File: config.mk
export PLATFORM = sky130hd
export DESIGN_NAME = olink_tx_framer
export DESIGN_NICKNAME = d
export VERILOG_FILES = /design/src/rtl/olink_tx_framer.sv
export SDC_FILE = /design/constraint.sdc
export NUM_CORES = 1
export LEC_CHECK = 0
export CORE_MARGIN = 8
export CORE_UTILIZATION = 63
export CTS_CLUSTER_SIZE = 28
export DETAILED_ROUTE_END_ITERATION = 7
export DONT_BUFFER_PORTS = 1
export PLACE_DENSITY = 0.79
export SKIP_LAST_GASP = 1
export SYNTH_ARGS = -nofsm -noshare
export SYNTH_HDL_FRONTEND = slang
export SYNTH_SLANG_ARGS = --single-unit
File: constraint.sdc
create_clock -name clk_link -period 2.6 [get_ports clk_link]
set_input_delay 0.52 -clock clk_link [delete_from_list [all_inputs] [get_ports clk_link]]
set_output_delay 0.52 -clock clk_link [all_outputs]
set_load 0.01 [all_outputs]
File: src/rtl/olink_tx_framer.sv
// Transmit framer for the 16-bit 8b/10b optical link: 32-bit words out as low/high halves,
// with periodic comma insertion, IDLE fill and PAD substitution. Status counters exist only
// when OLINK_TX_CNT_EN is defined.
module olink_tx_framer #(
  parameter int unsigned COMMA_PERIOD = 64,
  parameter logic [7:0]  COMMA_HI     = 8'h50
) (
  input  logic        clk_link,
  input  logic        reset,
  input  logic [31:0] in_d,
  input  logic [3:0]  in_k,
  input  logic        in_valid,
  output logic        in_ready,
  output logic [15:0] tx_d,
  output logic [1:0]  tx_k,
  input  logic        cnt_reset,
  output logic [31:0] cnt_words,
  output logic [15:0] cnt_illegal,
  output logic [31:0] cnt_comma
);

  localparam logic [15:0] PeriodM1  = 16'(COMMA_PERIOD - 1);
  localparam logic [31:0] IdleWord  = 32'hF7F7_F7F7;
  localparam logic [31:0] PadWord   = 32'h1C1C_1C1C;
  localparam logic [31:0] CommaWord = {16'h0000, COMMA_HI, 8'hBC};

  logic        phase_q;
  logic [15:0] comma_cnt_q;
  logic [15:0] hold_q;
  logic [1:0]  hold_k_q;

  logic        comma_due;
  logic        pass_comma;
  logic        legal;
  logic        comma_sel;
  logic [31:0] sel_d;
  logic [3:0]  sel_k;

  always_comb begin
    comma_due  = (comma_cnt_q == PeriodM1);
    in_ready   = !phase_q && !comma_due && !reset;
    pass_comma = (in_k == 4'b0001) && (in_d[7:0] == 8'hBC);
    legal      = (in_k == 4'b0000) || (in_k == 4'b1111) || pass_comma;
    sel_d      = IdleWord;
    sel_k      = 4'b1111;
    comma_sel  = 1'b0;
    if (comma_due) begin
      sel_d     = CommaWord;
      sel_k     = 4'b0001;
      comma_sel = 1'b1;
    end else if (in_valid) begin
      if (legal) begin
        sel_d     = in_d;
        sel_k     = in_k;
        comma_sel = pass_comma;
      end else begin
        sel_d = PadWord;
        sel_k = 4'b1111;
      end
    end
  end

  always_ff @(posedge clk_link) begin
    if (reset) begin
      phase_q     <= 1'b0;
      tx_d        <= 16'hF7F7;
      tx_k        <= 2'b11;
      hold_q      <= 16'hF7F7;
      hold_k_q    <= 2'b11;
      comma_cnt_q <= PeriodM1;
    end else begin
      phase_q <= !phase_q;
      if (!phase_q) begin
        tx_d        <= sel_d[15:0];
        tx_k        <= sel_k[1:0];
        hold_q      <= sel_d[31:16];
        hold_k_q    <= sel_k[3:2];
        comma_cnt_q <= comma_sel ? 16'd0 : comma_cnt_q + 16'd1;
      end else begin
        tx_d <= hold_q;
        tx_k <= hold_k_q;
      end
    end
  end

`ifdef OLINK_TX_CNT_EN
  logic take;
  logic illegal_take;
  logic comma_sent;

  always_comb begin
    take         = in_valid && in_ready;
    illegal_take = take && !legal;
    comma_sent   = !phase_q && comma_sel;
  end

  // Clear has priority over any coincident increment.
  always_ff @(posedge clk_link) begin
    if (reset || cnt_reset) begin
      cnt_words   <= 32'd0;
      cnt_illegal <= 16'd0;
      cnt_comma   <= 32'd0;
    end else begin
      if (take) cnt_words <= cnt_words + 32'd1;
      if (illegal_take && cnt_illegal != 16'hFFFF) cnt_illegal <= cnt_illegal + 16'd1;
      if (comma_sent) cnt_comma <= cnt_comma + 32'd1;
    end
  end
`else
  logic unused_cnt_reset;

  assign unused_cnt_reset = cnt_reset;
  assign cnt_words        = 32'd0;
  assign cnt_illegal      = 16'd0;
  assign cnt_comma        = 32'd0;
`endif

endmodule

==> out/qor.csv <==
metric;value;unit
commonest non-fill, non-tap cell in the layout;conb_1;
DRC Markers;0;
MaxCap Viol Count;0;
DRT iter0 DRCs;54;
Crit. Startpoint;comma_cnt_q[10]$_SDFFE_PP0N_;
Worst VDD drop;266;uV
worst hold path type;input port to flip-flop;
Seq pwr share;54.7;%
Fin Setup TNS;0;ps
ys flop type;dfxtp_1;
Setup CP Type;flip-flop to output pin;
vias in the first global route;1818;
Worst Tran Pin Value;921;ps
cell-internal power;1240;uW
Sink Count;53;
worst path cell trace;or4_4, nor4_4, nand2_1, nand2b_1, nor2_1;
number of synthesized register bits;53;
Nets;353;
crit-path leading delay family;simple AND/OR/NAND/NOR gates;
synth top area cells;dfxtp_1, buf_4, a221o_1;
placed cell count;356;
starting density of the core;65.2;%
Crit. End Element;output pin;
Lkg Pwr;0.00111;uW
Yosys top cell area share;37.7;%
GR Overflow Total;0;
largest fanout on the critical path;5;
Synth cell types;45;
number of synthesized flops with an enable pin;0;
Vias;1925;
status;finished, final reports clean;
layout cell share with drive strength beyond 1;6.39;%
number of I/O pins;139;
combinational fraction of design power;19.9;%
1st-pass router iterations;8;
CTS tree;yes;
Worst R2R Setup Slack;230;ps
Ys Warns;0;
Chip Height;82.9;um
pin count of the biggest net entering global routing;34;
first-pass GRT wire length;8870;um
crit path to;in_ready;
CTS max path bufs;2;
Via density;5.27;
RSZ-0062 raised after global routing;false;
final hold viol count;0;
Critical Path Max Stage Delay;540;ps
CTS Buf Count;5;
Non-Filler Instances;365;
Syn Inst Count;317;
count of final max-slew check failures;0;
clock share of power;25.4;%
Detailed Place HPWL;4310;um
switching power;575;uW
total core area;4320;sq um
initial antenna violation count;0;
mean area per synthesized cell;8.89;sq um
PD cells;688;nW/um^2
fraction of registers with async set/reset;0;%
Worst R2R End;tx_d[15]$_SDFF_PP1_;
Worst-path clk slew;100;ps
antenna cell count;0;
DIE AREA;6870;sq um
data required time of the worst path;2080;ps
FF-to-FF path depth;6;
area grow syn2layout;-6.62;%
Cell Area, Synth;2820;sq um
Seq/Total Area, Yosys;37.7;%
Sw Ratio;31.8;%
final weighted congestion in routability-driven placement;0.760;
port bufs;0;
Final ANT Viol Nets;0;
Die Wd;82.9;um
Hold Startpoint;reset;
WL/cell;15.1;um
DRT Wirelength;5500;um
Max-Slew Margin vs Limit;38.2;%
largest area contributor in the synthesized netlist;dfxtp_1;
Period minus WS final;2470;ps
Tot Pwr;1810;uW
worst-case clock skew;8.02;ps
final setup fails;0;
most frequent cells in the layout;conb_1, dfxtp_1, nand2_1, a21oi_1, a221o_1;
period utilisation layout;95.0;%
Worst-Skew Late Latency;300;ps
CP Depth;5;
crit path DAT;1950;ps
Max Clock Freq;405;MHz
Root Buffer;clkbuf_8;
RR Startpoint;comma_cnt_q[10]$_SDFFE_PP0N_;
Critical Path Start Type;flip-flop;
slowest library cell on the worst path;or4_4;
GRT Total Usage;14.9;%
Core Rows;24;
H-tree depth;2;
Critical path buffers and inverters;0;
layout make-up:
type	count	area, sq um
inverters	3	11.3
multi-input cells	245	1370
clock buffers	5	68.8
clock inverters	3	25.0
well taps	52	65.1
fillers	402	1690
flip-flops and latches	53	1060
repair buffers	4	30.0
how the worst min path moves through the flow:
stage	end	slack [ps]	depth (start not counted)
CTS	phase_q$_SDFF_PP0_	250	1
detailed placement	hold_k_q[0]$_SDFFE_PP1N_	450	2
global placement	hold_k_q[0]$_SDFFE_PP1N_	430	2
global route	phase_q$_SDFF_PP0_	250	1
finish	phase_q$_SDFF_PP0_	260	1
floorplan	hold_k_q[0]$_SDFFE_PP1N_	430	2
cell usage after synthesis (all sizes together), types with 2 or more instances:
cell type,n
nor4,6
nand4b,3
or4,3
o21ai,12
nand2b,3
dfxtp,53
o21bai,5
nor2,16
buf,84
a21boi,3
nor2b,4
nor3b,5
nor4b,2
xor2,7
nor3,7
a221o,17
o31ai,5
nand4,3
inv,3
a21o,4
a21oi,20
nand3,8
nand2,19
clkbuf,11
state kept, by name, indices dropped and copies added (netlist names):
signal	flops
hold_k_q	2
comma_cnt_q	16
tx_d	16
tx_k	2
phase_q	1
hold_q	16
cell families after synthesis:
group / Yosys count / share of synthesized area [%]
AOI/OAI and AO/OA: 70 / 17.6
xor gates and xnor gates: 8 / 2.49
adders and majority gates: 1 / 0.444
buffers and inverters: 98 / 24.5
DFF: 53 / 37.7
other: 1 / 0.133
and+or+nand+nor: 86 / 17.2
stage by stage:
step / utilization (%) / setup slack (ps) / hold WS, ps / cell area, sq um
after floorplan: - / 414 / 433 / 3110
after global placement: 58.4 / 379 / 435 / 2520
after detailed placement: 58.4 / 304 / 447 / 2520
after CTS: 60.6 / 59.0 / 255 / 2620
after global routing: 60.9 / 9.47 / 251 / 2630
final: 60.9 / 131 / 263 / 2630
power by group through the flow:
stage / combinational (uW) / sequential, uW / clock, uW
detailed placement: 348 / 1010 / 0
floorplan: 405 / 985 / 0
global placement: 338 / 1010 / 0
CTS: 348 / 991 / 482
global route: 408 / 1010 / 513
finish: 360 / 991 / 460
metal layers:
layer	up-vias	wire length (um)	track usage, %
met1	902	2220	17.3
li1	945	-	-
met5	-	0	0
met3	4	479	6.05
met4	0	34	3.83
met2	74	2770	24.7
timing repair:
action,in CTS,in global routing
resized for setup,0,1
hold buffers,0,0
setup endpoints to repair,0,1
buffers inserted,0,1
Note: power is estimated with default switching activity, not from simulation.
